==> src/rtl/alu_pkg.sv <==
// Shared ALU operation codes, instruction field constants and immediate-extension helpers.
// Both the decode stage and the execute ALU import this package.
package alu_pkg;

  localparam logic [3:0] ALU_AND = 4'd0;
  localparam logic [3:0] ALU_OR  = 4'd1;
  localparam logic [3:0] ALU_ADD = 4'd2;
  localparam logic [3:0] ALU_SLL = 4'd4;
  localparam logic [3:0] ALU_SRA = 4'd5;
  localparam logic [3:0] ALU_SUB = 4'd6;
  localparam logic [3:0] ALU_SLT = 4'd7;
  localparam logic [3:0] ALU_SRL = 4'd8;
  localparam logic [3:0] ALU_LUI = 4'd9;
  localparam logic [3:0] ALU_NOR = 4'd12;
  localparam logic [3:0] ALU_XOR = 4'd13;

  localparam logic [5:0] OP_RTYPE = 6'h00;
  localparam logic [5:0] OP_BEQ   = 6'h04;
  localparam logic [5:0] OP_BNE   = 6'h05;
  localparam logic [5:0] OP_ADDI  = 6'h08;
  localparam logic [5:0] OP_ADDIU = 6'h09;
  localparam logic [5:0] OP_SLTI  = 6'h0A;
  localparam logic [5:0] OP_ANDI  = 6'h0C;
  localparam logic [5:0] OP_ORI   = 6'h0D;
  localparam logic [5:0] OP_XORI  = 6'h0E;
  localparam logic [5:0] OP_LUI   = 6'h0F;
  localparam logic [5:0] OP_LW    = 6'h23;
  localparam logic [5:0] OP_SW    = 6'h2B;

  localparam logic [5:0] F_SLL  = 6'h00;
  localparam logic [5:0] F_SRL  = 6'h02;
  localparam logic [5:0] F_SRA  = 6'h03;
  localparam logic [5:0] F_ADD  = 6'h20;
  localparam logic [5:0] F_ADDU = 6'h21;
  localparam logic [5:0] F_SUB  = 6'h22;
  localparam logic [5:0] F_SUBU = 6'h23;
  localparam logic [5:0] F_AND  = 6'h24;
  localparam logic [5:0] F_OR   = 6'h25;
  localparam logic [5:0] F_XOR  = 6'h26;
  localparam logic [5:0] F_NOR  = 6'h27;
  localparam logic [5:0] F_SLT  = 6'h2A;

  typedef enum logic {EXT_SIGN, EXT_ZERO} ext_kind_e;

  function automatic logic [31:0] extendImm(input logic [15:0] imm, input ext_kind_e kind);
    return (kind == EXT_ZERO) ? {16'h0000, imm} : {{16{imm[15]}}, imm};
  endfunction

endpackage

==> src/rtl/alu_ctrl_stage_if.sv <==
// ID/EX boundary bundle: decode-side inputs plus the registered E-stage control outputs.
// The master drives the instruction and pipeline controls; the slave is the stage itself.
interface alu_ctrl_stage_if #(parameter int CNT_W = 8);
  logic [31:0]      Instr_D;
  logic             valid_D;
  logic             stall_E;
  logic             flush_E;
  logic [3:0]       ALU_Instruction_E;
  logic [4:0]       shamt_E;
  logic             Src_B_Imm_E;
  logic [31:0]      Imm_E;
  logic             valid_E;
  logic             illegal_E;
  logic [CNT_W-1:0] illegal_cnt;

  modport master (
    output Instr_D, valid_D, stall_E, flush_E,
    input  ALU_Instruction_E, shamt_E, Src_B_Imm_E, Imm_E, valid_E, illegal_E, illegal_cnt
  );

  modport slave (
    input  Instr_D, valid_D, stall_E, flush_E,
    output ALU_Instruction_E, shamt_E, Src_B_Imm_E, Imm_E, valid_E, illegal_E, illegal_cnt
  );
endinterface

==> src/rtl/alu_ctrl_decode.sv <==
// Combinational decode of an ID-stage instruction into ALU code, shamt, operand-B select and immediate.
// Illegal encodings and invalid slots both collapse to an all-zero result.
module alu_ctrl_decode
  import alu_pkg::*;
(
  input  logic [31:0] i_instr,
  input  logic        i_valid,
  output logic [3:0]  o_code,
  output logic [4:0]  o_shamt,
  output logic        o_srcBImm,
  output logic [31:0] o_imm,
  output logic        o_illegal
);

  logic [5:0] w_opcode;
  logic [5:0] w_funct;
  logic [3:0] w_code;
  logic       w_srcBImm;
  logic       w_hasImm;
  logic       w_bad;
  ext_kind_e  w_ext;
  logic       w_unusedRegFields;

  assign w_opcode          = i_instr[31:26];
  assign w_funct           = i_instr[5:0];
  assign w_unusedRegFields = ^i_instr[25:16];

  always_comb begin
    w_code    = ALU_AND;
    w_srcBImm = 1'b0;
    w_hasImm  = 1'b0;
    w_ext     = EXT_SIGN;
    w_bad     = 1'b0;
    case (w_opcode)
      OP_RTYPE: begin
        case (w_funct)
          F_ADD, F_ADDU: w_code = ALU_ADD;
          F_SUB, F_SUBU: w_code = ALU_SUB;
          F_AND:         w_code = ALU_AND;
          F_OR:          w_code = ALU_OR;
          F_XOR:         w_code = ALU_XOR;
          F_NOR:         w_code = ALU_NOR;
          F_SLT:         w_code = ALU_SLT;
          F_SLL:         w_code = ALU_SLL;
          F_SRL:         w_code = ALU_SRL;
          F_SRA:         w_code = ALU_SRA;
          default:       w_bad  = 1'b1;
        endcase
      end
      OP_ADDI, OP_ADDIU, OP_LW, OP_SW: begin
        w_code = ALU_ADD; w_srcBImm = 1'b1; w_hasImm = 1'b1;
      end
      OP_SLTI: begin
        w_code = ALU_SLT; w_srcBImm = 1'b1; w_hasImm = 1'b1;
      end
      OP_ANDI: begin
        w_code = ALU_AND; w_srcBImm = 1'b1; w_hasImm = 1'b1; w_ext = EXT_ZERO;
      end
      OP_ORI: begin
        w_code = ALU_OR; w_srcBImm = 1'b1; w_hasImm = 1'b1; w_ext = EXT_ZERO;
      end
      OP_XORI: begin
        w_code = ALU_XOR; w_srcBImm = 1'b1; w_hasImm = 1'b1; w_ext = EXT_ZERO;
      end
      // LUI passes the raw zero-extended immediate; the execute ALU does the shift by 16.
      OP_LUI: begin
        w_code = ALU_LUI; w_srcBImm = 1'b1; w_hasImm = 1'b1; w_ext = EXT_ZERO;
      end
      // Branches compare two registers but still carry the offset for the target adder.
      OP_BEQ, OP_BNE: begin
        w_code = ALU_SUB; w_hasImm = 1'b1;
      end
      default: w_bad = 1'b1;
    endcase
  end

  always_comb begin
    o_code    = ALU_AND;
    o_shamt   = 5'd0;
    o_srcBImm = 1'b0;
    o_imm     = 32'd0;
    o_illegal = 1'b0;
    if (i_valid) begin
      if (w_bad) begin
        o_illegal = 1'b1;
      end else begin
        o_code    = w_code;
        o_srcBImm = w_srcBImm;
        if (w_hasImm) o_imm = extendImm(i_instr[15:0], w_ext);
        if (w_code == ALU_SLL || w_code == ALU_SRL || w_code == ALU_SRA) o_shamt = i_instr[10:6];
      end
    end
  end

endmodule

==> src/rtl/alu_ctrl_stage.sv <==
// ID/EX pipeline register for ALU control, with flush-over-stall priority and a
// saturating count of illegal instructions that actually enter the E stage.
module alu_ctrl_stage
  import alu_pkg::*;
#(
  parameter int CNT_W = 8
) (
  input logic            clk,
  input logic            rst_n,
  alu_ctrl_stage_if.slave bus
);

  logic [3:0]       w_code;
  logic [4:0]       w_shamt;
  logic             w_srcBImm;
  logic [31:0]      w_imm;
  logic             w_illegal;

  logic [3:0]       r_code;
  logic [4:0]       r_shamt;
  logic             r_srcBImm;
  logic [31:0]      r_imm;
  logic             r_valid;
  logic             r_illegal;
  logic [CNT_W-1:0] r_cnt;

  alu_ctrl_decode u_decode (
    .i_instr   (bus.Instr_D),
    .i_valid   (bus.valid_D),
    .o_code    (w_code),
    .o_shamt   (w_shamt),
    .o_srcBImm (w_srcBImm),
    .o_imm     (w_imm),
    .o_illegal (w_illegal)
  );

  // The counter only advances on a real load, so stalled or flushed illegals are never counted.
  always_ff @(posedge clk or negedge rst_n) begin
    if (!rst_n) begin
      r_code    <= ALU_AND;
      r_shamt   <= 5'd0;
      r_srcBImm <= 1'b0;
      r_imm     <= 32'd0;
      r_valid   <= 1'b0;
      r_illegal <= 1'b0;
      r_cnt     <= '0;
    end else if (bus.flush_E) begin
      r_code    <= ALU_AND;
      r_shamt   <= 5'd0;
      r_srcBImm <= 1'b0;
      r_imm     <= 32'd0;
      r_valid   <= 1'b0;
      r_illegal <= 1'b0;
    end else if (!bus.stall_E) begin
      r_code    <= w_code;
      r_shamt   <= w_shamt;
      r_srcBImm <= w_srcBImm;
      r_imm     <= w_imm;
      r_valid   <= bus.valid_D;
      r_illegal <= w_illegal;
      if (w_illegal && (r_cnt != {CNT_W{1'b1}})) r_cnt <= r_cnt + CNT_W'(1);
    end
  end

  assign bus.ALU_Instruction_E = r_code;
  assign bus.shamt_E           = r_shamt;
  assign bus.Src_B_Imm_E       = r_srcBImm;
  assign bus.Imm_E             = r_imm;
  assign bus.valid_E           = r_valid;
  assign bus.illegal_E         = r_illegal;
  assign bus.illegal_cnt       = r_cnt;

endmodule
==> src/flat_wrapper.sv <==
// flat-port wrapper written by rule: the top's interface ports become plain ports
module alu_ctrl_stage_flat import alu_pkg::*;
#(
  parameter int CNT_W = 8
)
  (clk, rst_n, bus_Instr_D, bus_valid_D, bus_stall_E, bus_flush_E, bus_ALU_Instruction_E, bus_shamt_E, bus_Src_B_Imm_E, bus_Imm_E, bus_valid_E, bus_illegal_E, bus_illegal_cnt);
  alu_ctrl_stage_if #(.CNT_W(CNT_W)) bus_i ();
  input logic clk;
  input logic rst_n;
  input wire logic [$bits(bus_i.Instr_D)-1:0] bus_Instr_D;
  input wire logic [$bits(bus_i.valid_D)-1:0] bus_valid_D;
  input wire logic [$bits(bus_i.stall_E)-1:0] bus_stall_E;
  input wire logic [$bits(bus_i.flush_E)-1:0] bus_flush_E;
  output wire logic [$bits(bus_i.ALU_Instruction_E)-1:0] bus_ALU_Instruction_E;
  output wire logic [$bits(bus_i.shamt_E)-1:0] bus_shamt_E;
  output wire logic [$bits(bus_i.Src_B_Imm_E)-1:0] bus_Src_B_Imm_E;
  output wire logic [$bits(bus_i.Imm_E)-1:0] bus_Imm_E;
  output wire logic [$bits(bus_i.valid_E)-1:0] bus_valid_E;
  output wire logic [$bits(bus_i.illegal_E)-1:0] bus_illegal_E;
  output wire logic [$bits(bus_i.illegal_cnt)-1:0] bus_illegal_cnt;
  assign bus_i.Instr_D = bus_Instr_D;
  assign bus_i.valid_D = bus_valid_D;
  assign bus_i.stall_E = bus_stall_E;
  assign bus_i.flush_E = bus_flush_E;
  assign bus_ALU_Instruction_E = bus_i.ALU_Instruction_E;
  assign bus_shamt_E = bus_i.shamt_E;
  assign bus_Src_B_Imm_E = bus_i.Src_B_Imm_E;
  assign bus_Imm_E = bus_i.Imm_E;
  assign bus_valid_E = bus_i.valid_E;
  assign bus_illegal_E = bus_i.illegal_E;
  assign bus_illegal_cnt = bus_i.illegal_cnt;
  alu_ctrl_stage #(.CNT_W(CNT_W)) u_core (.clk(clk), .rst_n(rst_n), .bus(bus_i));
endmodule
==> config.mk <==
export PLATFORM = sky130hd
export DESIGN_NAME = alu_ctrl_stage_flat
export DESIGN_NICKNAME = d
export VERILOG_FILES = /design/src/rtl/alu_pkg.sv /design/src/rtl/alu_ctrl_stage_if.sv /design/src/rtl/alu_ctrl_decode.sv /design/src/rtl/alu_ctrl_stage.sv /design/src/flat_wrapper.sv
export SDC_FILE = /design/constraint.sdc
export NUM_CORES = 1
export LEC_CHECK = 0
export ABC_AREA = 1
export ABC_CLOCK_PERIOD_IN_PS = 1800
export CORE_UTILIZATION = 43
export CTS_CLUSTER_SIZE = 30
export DETAILED_ROUTE_END_ITERATION = 10
export GPL_TIMING_DRIVEN = 0
export PLACE_DENSITY_LB_ADDON = 0.1
export SLEW_MARGIN = 20
export SYNTH_ARGS = -nofsm -noshare
export SYNTH_HDL_FRONTEND = slang
export SYNTH_SLANG_ARGS = --single-unit
==> constraint.sdc <==
create_clock -name clk -period 1.8 [get_ports clk]
set_input_delay 0.27 -clock clk [delete_from_list [all_inputs] [get_ports clk]]
set_output_delay 0.27 -clock clk [all_outputs]
set_load 0.05 [all_outputs]
== Word-level counts from Yosys, hierarchy flattened ==
Cells that the tools add are included.
Word-level totals
  register bits after elaboration: 52
  latch bits: 0
  memory bits (writable): 0
  memory bits (read-only): 0
  bits of input ports: 37
  word-level logic and storage cells: 83
  memories: 0
Cells by class
  $add $sub $neg: 1
  multipliers: 0
  div/mod/pow operators: 0
  $lt $le $gt $ge: 0
  equal/unequal tests: 27
  shift-type cells: 0
  multiplexer cells: 32
  bitwise logic cells: 2
  reductions and logical operators: 14
Operators with widths (number)
  $mux 32: 6
  $eq 6x6->1 const B: 11
  $eq 6x4->1 const B: 7
  $pmux 4 s9: 1
  $pmux 4 s7: 1
  $mux 5: 5
  $mux 4: 4
  $mux 1: 14
  $eq 6x2->1 const B: 2
  $eq 6x3->1 const B: 2
  $logic_not 6->1: 2
  $reduce_or 12->1: 1
  $reduce_or 11->1: 1
  $reduce_or 9->1: 1
  $add 8x1->8 const B: 1
  $eq 4x3->1 const B: 2
  $ne 8x8->1 const B: 1
  $reduce_or 4->1: 2
  $reduce_or 2->1: 3
  $eq 4x4->1 const B: 1
  $reduce_and 3->1: 1
  $logic_or 1x1->1: 2
  $ne 2x1->1 const B: 1
  $not 1->1: 2
  other kinds (2): 2

== Depth between registers and ports, before layout ==
Gate-level depths: netlist of run 1.
  word-level depth: 12
  depth in mapped cells: 12
  gate-level depth less buffers: 12

== Hierarchy ==
From an unflattened synthesis of run 1, not the netlist that was laid out.
Second synthesis, totals
  cells, all modules: 392
  area total of the unflattened synthesis: 2892.8 sq um
By module, submodules not included
  alu_ctrl_stage: times used 1, cells each 259, area each 2219.6 sq um, seq. area each 1301.2 sq um
  alu_ctrl_decode: times used 1, cells each 133, area each 673.1 sq um, seq. area each 0.0 sq um

== Worst setup path before layout of run 1 ==
OpenSTA, ideal clock, no wires.
  path kind: reg2reg
  from: reg u_core.r_cnt[1], in the netlist u_core.bus.illegal_cnt[1]
  to: reg u_core.r_cnt[4], in the netlist u_core.bus.illegal_cnt[4]
  setup time: 74 ps
  arrival: 1695 ps
  required time: 1726 ps
  setup slack: 31 ps
  stages on the path, launching flop included: 9
  buffers on the path: 1
  clock period less this slack: 1769 ps
  cell sequence: dfrtp_1 -> ha_1 -> nand3_1 -> inv_1 -> nand4_1 -> nand3_4 -> buf_6 -> nand2_2 -> o21ai_2
Between the ends
  cells in the longest elaborated chain, start to end: 3
  elaborated cells between the ends (all ways): 4
  those cells by class: 1 x add/sub; 1 x eq/ne; 2 x reduce/logical
RTL lines
  from (decl): line alu_ctrl_stage.sv:25  | logic [CNT_W-1:0] r_cnt;
  from (signal assigned): line alu_ctrl_stage.sv:61  | if (w_illegal && (r_cnt != {CNT_W{1'b1}})) r_cnt <= r_cnt + CNT_W'(1);
  branches (longest 3 deep; another with $add 8x1->8)
Several ways; the timed one is not identified.
A chain may end at the register's enable or synchronous reset.

== Final worst setup path of run 1 ==
  from: reg u_core.r_code[1], in the netlist u_core.bus.ALU_Instruction_E[1]
  to: out bus_ALU_Instruction_E[1]
RTL lines
  from (decl): line alu_ctrl_stage.sv:19  | logic [3:0] r_code;
  from (signal assigned): line alu_ctrl_stage.sv:55  | r_code <= w_code;
  to (decl): line flat_wrapper.sv:14  | output wire logic [$bits(bus_i.ALU_Instruction_E)-1:0] bus_ALU_Instruction_E;
No word-level cell between the ends.

==> metrics.yaml, run 1 <==
die_h_um: 72.3
start_kind: "register"
via_count: 1983
track_usage_pct: 20.1
finalWirelength_mm: 5.03
numCtsBuffers: 5
yosys.area.top_type_share_pct: 43.6
hpwl_mm: 3.73
maxCapViolations: 0
grt_antenna_before_repair: 0
vias_per_cell: 4.58
cts_buffer_depth: 2
synth_area_leader_cell: "dfrtp_1"
setup_viol: 0
synth_seq_cells: 37
post_drt_wl_per_cell_um: 11.6
syn_avg_cell_area_um2: 7.69
syn_to_final_growth_pct: 47.0
clk_pin_slew_ns: 0.07
period_needed_ns: 1.74
powerDensity_mw_per_mm2: 740
ys_seq_area_share_pct: 43.6
diodes: 0
hold_violations: 0
crit_required_ns: 1.53
period_share_pct: 96.7
ys_top_cells_by_area: "dfrtp_1 44%, nand2_1 15%, buf_4 5.7%"
drc_errors: 0
grt_overflow: 0
maxSlewViolCount: 0
path_delay_family: "buffers and inverters"
synthDistinctLibCells: 28
critical_path_arrival_ns: 1.47
path_buf_inv: 1
coreArea_mm2: 0.00472
syn_area_mm2: 0.00212
yosys_warnings: 0
crit_type: "reg2out"
placementRows: 25
ioPinCount: 89
setup_tns_ns: 0
postRouteAntennaNets: 0
dieArea_mm2: 0.00522
min_path_type: "in2reg"
status: "finished clean"
clockRootBuffer: "clkbuf_8"
slew_headroom_pct: 65.1
crit_path_end_kind: "primary output"
cts_htree_levels: 2
drtIter0Drc: 107
cp_slowest_cell: "clkdlybuf4s50_1"
clock.fmax_ghz: 0.575
nFillCells: 428
synth_nets: 314
cp_slowest_stage_delay_ns: 0.81
initial_utilization_pct: 44.9
portBuffers: 78
clock_latency_ns: 0.29
cts_tree: "built"
syn_inst: 276
worst_pin_slew_ns: 0.522
crit_path_max_fanout: 2
grt_pass1_vias: 1677
cts_num_sinks: 37
nNetsFinal: 403
dr.pass1.iters: 4
grt_pass1_wl_mm: 7.94
skew_ns: 0.00416
vdd_drop_max_mv: 0.522
crit_chain: "clkdlybuf4s50_1"
drive_gt1_share_pct: 21.0
grt_max_degree: 27
die_x_um: 72.3
dp_slack_ns: -0.274
gp_congestion: 0.808
fin_ws_ns: 0.0598
power.leakage_nw: 1.64
rsz0062_at_grt: "yes"
## logic make-up after synthesis
family	Yosys count	synth area share, %
buf+inv	54	13.1
simple gates	148	31.2
compound gates	28	8.14
fa+ha+maj	1	0.590
xor+xnor	8	3.30
flops	37	43.6
## state kept, by name, indices dropped and copies added (netlist names)
register,flops
u_core.bus.Imm_E,17
u_core.bus.illegal_cnt,8
u_core.bus.shamt_E,5
u_core.bus.ALU_Instruction_E,4
u_core.bus.Src_B_Imm_E,1
u_core.bus.illegal_E,1
u_core.bus.valid_E,1
## stage by stage
step | std cells | util [%] | hold WS [ns] | instance area [µm²] | total power [mW]
after floorplan | 276 | - | -0.0256 | 2120 | 1.34
after global placement | 421 | 63.2 | 0.463 | 2990 | 1.56
after detailed placement | 422 | 63.5 | 0.179 | 3000 | 1.60
after CTS | 431 | 65.7 | 0.410 | 3100 | 2.33
after global routing | 433 | 66.0 | 0.388 | 3120 | 2.43
final | 433 | 66.0 | 0.346 | 3120 | 2.31
## final cells by class
class / instances / area, µm² / share of cell area, %
tap: 67 / 83.8 / 2.69
clock inverter: 1 / 30.0 / 0.963
timing repair buffer: 82 / 752 / 24.1
inverter: 32 / 120 / 3.85
buffer: 22 / 171 / 5.50
multi-input combinational: 185 / 948 / 30.4
sequential: 37 / 927 / 29.7
clock buffer: 7 / 86.3 / 2.77
## cell usage after synthesis, drive strengths merged
| cell type | instances |
|---|---|
| dfrtp | 37 |
| o21ai | 24 |
| nand2 | 92 |
| nor3 | 1 |
| nand3b | 1 |
| xor2 | 3 |
| or2 | 2 |
| o211ai | 1 |
| a21oi | 2 |
| ha | 1 |
| nand3 | 20 |
| buf | 19 |
| nand4 | 4 |
| inv | 32 |
| a22o | 1 |
| nor2 | 27 |
| xnor2 | 5 |
| and2 | 1 |
| clkbuf | 3 |
## path summary, 6_finish.rpt
kind / from / slack, ns / endpoint / cells after the start
max: u_core.bus.ALU_Instruction_E[1]$_DFFE_PN0P_ / 0.06 / bus_ALU_Instruction_E[1] / 1
max reg2reg: u_core.bus.illegal_cnt[0]$_DFFE_PN0P_ / 0.31 / u_core.bus.illegal_cnt[4]$_DFFE_PN0P_ / 8
max in group asynchronous: rst_n / 0.96 / u_core.bus.valid_E$_DFFE_PN0P_ / 3
min: bus_Instr_D[1] / 0.35 / u_core.bus.Imm_E[1]$_DFFE_PN0P_ / 3
min in group asynchronous: rst_n / 0.40 / u_core.bus.Imm_E[2]$_DFFE_PN0P_ / 2
min reg2reg: u_core.bus.shamt_E[2]$_DFFE_PN0P_ / 0.48 / u_core.bus.shamt_E[2]$_DFFE_PN0P_ / 2
## worst register-to-register path, cell delays in order, from the launching register on
cell	delay, ns
dfrtp_1	0.41
ha_1	0.25
nand3_1	0.13
inv_1	0.07
nand4_1	0.12
nand3_4	0.13
buf_12	0.17
nand2_2	0.06
o21ai_2	0.05
## cells in the final DEF, fill, tap and decap left out, types with 2 or more instances in the layout
cell / n
nor2_1: 17
buf_6: 2
o21ai_2: 7
nor2_2: 7
clkbuf_2: 15
clkbuf_1: 4
dfrtp_1: 36
clkdlybuf4s50_1: 49
nand3_2: 2
xor2_1: 3
nand2_2: 8
nor2_4: 3
nand4_1: 4
dlygate4sd2_1: 7
clkbuf_8: 6
nand2_1: 84
o21ai_0: 17
or2_1: 2
buf_12: 2
xnor2_1: 5
nand3_1: 17
inv_1: 31
buf_2: 2
dlymetal6s2s_1: 6
buf_4: 17
## power breakdown
part	leakage [nW]	total (mW)	switching, mW	internal (mW)
clock	0.0585	0.745	0.293	0.452
combinational	1.07	0.626	0.400	0.226
sequential	0.508	0.939	0.0595	0.879
total	1.64	2.31	0.753	1.56
## metal layers
layer | track usage, % | wire length [µm] | up-vias
met5 | 0 | 0 | -
met4 | 5.23 | 51 | 0
met3 | 6.11 | 267 | 5
met2 | 30.5 | 2370 | 53
met1 | 27.8 | 2340 | 908
li1 | - | - | 1017
## repair_timing
action	in CTS	in global routing
setup buffers	0	2
hold buffers	1	0
hold endpoints to repair	11	0
gates resized for setup	23	48
setup endpoints to repair	22	40
pin swaps	0	2
Power figures use the tool's default switching activity.
==> run 2, diff against run 1 <==
SKIP_CTS_REPAIR_TIMING = 1   (was not set)
==> run 2 against run 1 <==
Routed wire length rose by 0.94%; combinational power rose by 2%; via count barely moved; setup slack improved by 0.0013 ns; clock skew rose by 0.0014 ns; non-clock buffer count rose by 1; sequential power barely moved; utilization rose by 3.2 points; critical path depth did not move; register-to-register slack barely moved; first-iteration DRC count rose by 21%.
==> metrics.yaml, run 2 (synthesized netlist as in run 1, its figures left out) <==
final_util_pct: 69.2  # +3.2 points
grt_antenna_before_repair: 0  # unchanged
cts_num_sinks: 37  # unchanged
clock.fmax_ghz: 0.575  # about the same
drc_errors: 0  # unchanged
p_sw_share_pct: 32.6  # -0.033 points
clkPwrFrac_pct: 32.2  # about the same
grt_pass1_wl_mm: 7.87  # -0.87%
worst_pin_slew_ns: 0.522  # +0.000297 ns
switchingPower_mw: 0.758  # +0.71%
cts_htree_levels: 2  # unchanged
path_delay_family: "buffers and inverters"
place_inst: 422  # unchanged
period_share_pct: 96.6  # about the same
final_cells: 434  # +0.23%
wl_met1_mm: 2.31  # -0.98%
via_count: 1984  # +0.050%
mostFrequentLayoutCells: "84 x nand2_1, 47 x clkdlybuf4s50_1, 36 x dfrtp_1, 31 x inv_1, 30 x dlymetal6s2s_1"
hpwl_mm: 3.73  # unchanged
postRouteAntennaNets: 0  # unchanged
numCtsBuffers: 5  # unchanged
die_x_um: 72.3  # unchanged
nNetsFinal: 404  # +0.25%
status: "finished clean"
power.leakage_nw: 2.01  # +23%
grt_max_degree: 27  # unchanged
portBuffers: 78  # unchanged
dr.pass1.iters: 4  # unchanged
crit_path_max_fanout: 2  # unchanged
p_comb_share_pct: 27.5  # +0.4 points
cts_buffer_depth: 2  # unchanged
finalWirelength_mm: 5.07  # +0.94%
cts_tree: "built"
min_path_type: "in2reg"
ff2ff_path_depth: 8  # unchanged
critical_path_arrival_ns: 1.47  # about the same
vias_per_cell: 4.57  # -0.18%
p_int_mw: 1.57  # +0.86%
diodes: 0  # unchanged
cp_slowest_stage_delay_ns: 0.81  # about the same
vdd_drop_max_mv: 0.521  # -0.16%
drive_gt1_share_pct: 17.4  # -3.6 points
placementRows: 25  # unchanged
maxCapViolations: 0  # unchanged
path_buf_inv: 1  # unchanged
route.met3.wl_um: 212  # -21%
total_power_mw: 2.33  # +0.81%
fin_ws_ns: 0.0611  # +0.00134 ns
powerDensity_mw_per_mm2: 712  # -3.8%
nFillCells: 396  # -7.5%
post_drt_wl_per_cell_um: 11.7  # +0.70%
dp_slack_ns: -0.274  # unchanged
topRoutingLayerUsed: "met4"
grt_overflow: 0  # unchanged
die_h_um: 72.3  # unchanged
final_common_cell: "nand2_1"
hold_violations: 0  # unchanged
dpl-instance-area_mm2: 0.00300  # unchanged
setup_tns_ns: 0  # unchanged
clock_latency_ns: 0.29  # about the same
crit_path_end_kind: "primary output"
coreArea_mm2: 0.00472  # unchanged
cp_slowest_cell: "clkdlybuf4s50_1"
grt_pass1_vias: 1656  # -1.3%
crit_type: "reg2out"
slew_headroom_pct: 65.1  # about the same
setup_viol: 0  # unchanged
track_usage_pct: 19.9  # -0.12 points
largest_reg_flops: 17  # unchanged
fin_area_mm2: 0.00327  # +4.8%
skew_ns: 0.00559  # +0.00144 ns
initial_utilization_pct: 44.9  # unchanged
syn_to_final_growth_pct: 54.0
whs_path_depth: 3  # unchanged
gp_congestion: 0.808  # unchanged
maxSlewViolCount: 0  # unchanged
clockRootBuffer: "clkbuf_8"
p_seq_share_pct: 40.3  # -0.4 points
hold-worst-slack_ns: 0.346  # -0.000103 ns
path_depth: 1  # unchanged
period_needed_ns: 1.74  # -0.00134 ns
drtIter0Drc: 130  # +21%
crit_chain: "clkdlybuf4s50_1"
dr_wl_met2_mm: 2.50  # +5.6%
start_kind: "register"
ioPinCount: 89  # unchanged
crit_required_ns: 1.53  # about the same
clk_pin_slew_ns: 0.08  # about the same
dieArea_mm2: 0.00522  # unchanged
run 2: changes by cell type in the layout (fill, tap and decap cells not counted), moves of 2 or more:
cell	before	now
nor2_2	7	9
dlygate4sd2_1	7	0
clkdlybuf4s50_1	49	47
clkbuf_2	15	0
dlymetal6s2s_1	6	30
run 2: power groups by stage:
| stage | clock [mW] | combinational [mW] | sequential (mW) |
|---|---|---|---|
| finish | 0.750 | 0.639 | 0.939 |
| global placement | 0 | 0.610 | 0.954 |
| floorplan | 0 | 0.223 | 1.12 |
| detailed placement | 0 | 0.639 | 0.960 |
| global route | 0.796 | 0.694 | 0.947 |
| CTS | 0.760 | 0.641 | 0.943 |
run 2: final cells by class:
type | instances | area (µm²) | area share, %
Sequential cell | 37 | 927 | 28.4
Timing Repair Buffer | 83 | 903 | 27.6
Inverter | 32 | 120 | 3.68
Multi-Input combinational cell | 185 | 946 | 28.9
Buffer | 22 | 171 | 5.25
Tap cell | 67 | 83.8 | 2.57
Clock buffer | 7 | 86.3 | 2.64
Clock inverter | 1 | 30.0 | 0.919
run 2: metal layers:
layer	up-vias	GRT usage (%)
met2	44	30.2
li1	1019	-
met1	917	27.8
met3	4	6.11
met5	-	0
met4	0	5.23
run 2: worst paths after layout:
path                                                                  start                                     to  slack [ns]
worst max-delay path            u_core.bus.ALU_Instruction_E[1]$_DFFE_PN0P_               bus_ALU_Instruction_E[1]        0.06
worst min-delay path                                         bus_Instr_D[1]        u_core.bus.Imm_E[1]$_DFFE_PN0P_        0.35
worst max register to register        u_core.bus.illegal_cnt[0]$_DFFE_PN0P_  u_core.bus.illegal_cnt[4]$_DFFE_PN0P_        0.30
worst min register to register            u_core.bus.shamt_E[2]$_DFFE_PN0P_      u_core.bus.shamt_E[2]$_DFFE_PN0P_        0.48
max in group asynchronous                                             rst_n         u_core.bus.valid_E$_DFFE_PN0P_        0.96
min in group asynchronous                                             rst_n        u_core.bus.Imm_E[2]$_DFFE_PN0P_        0.40
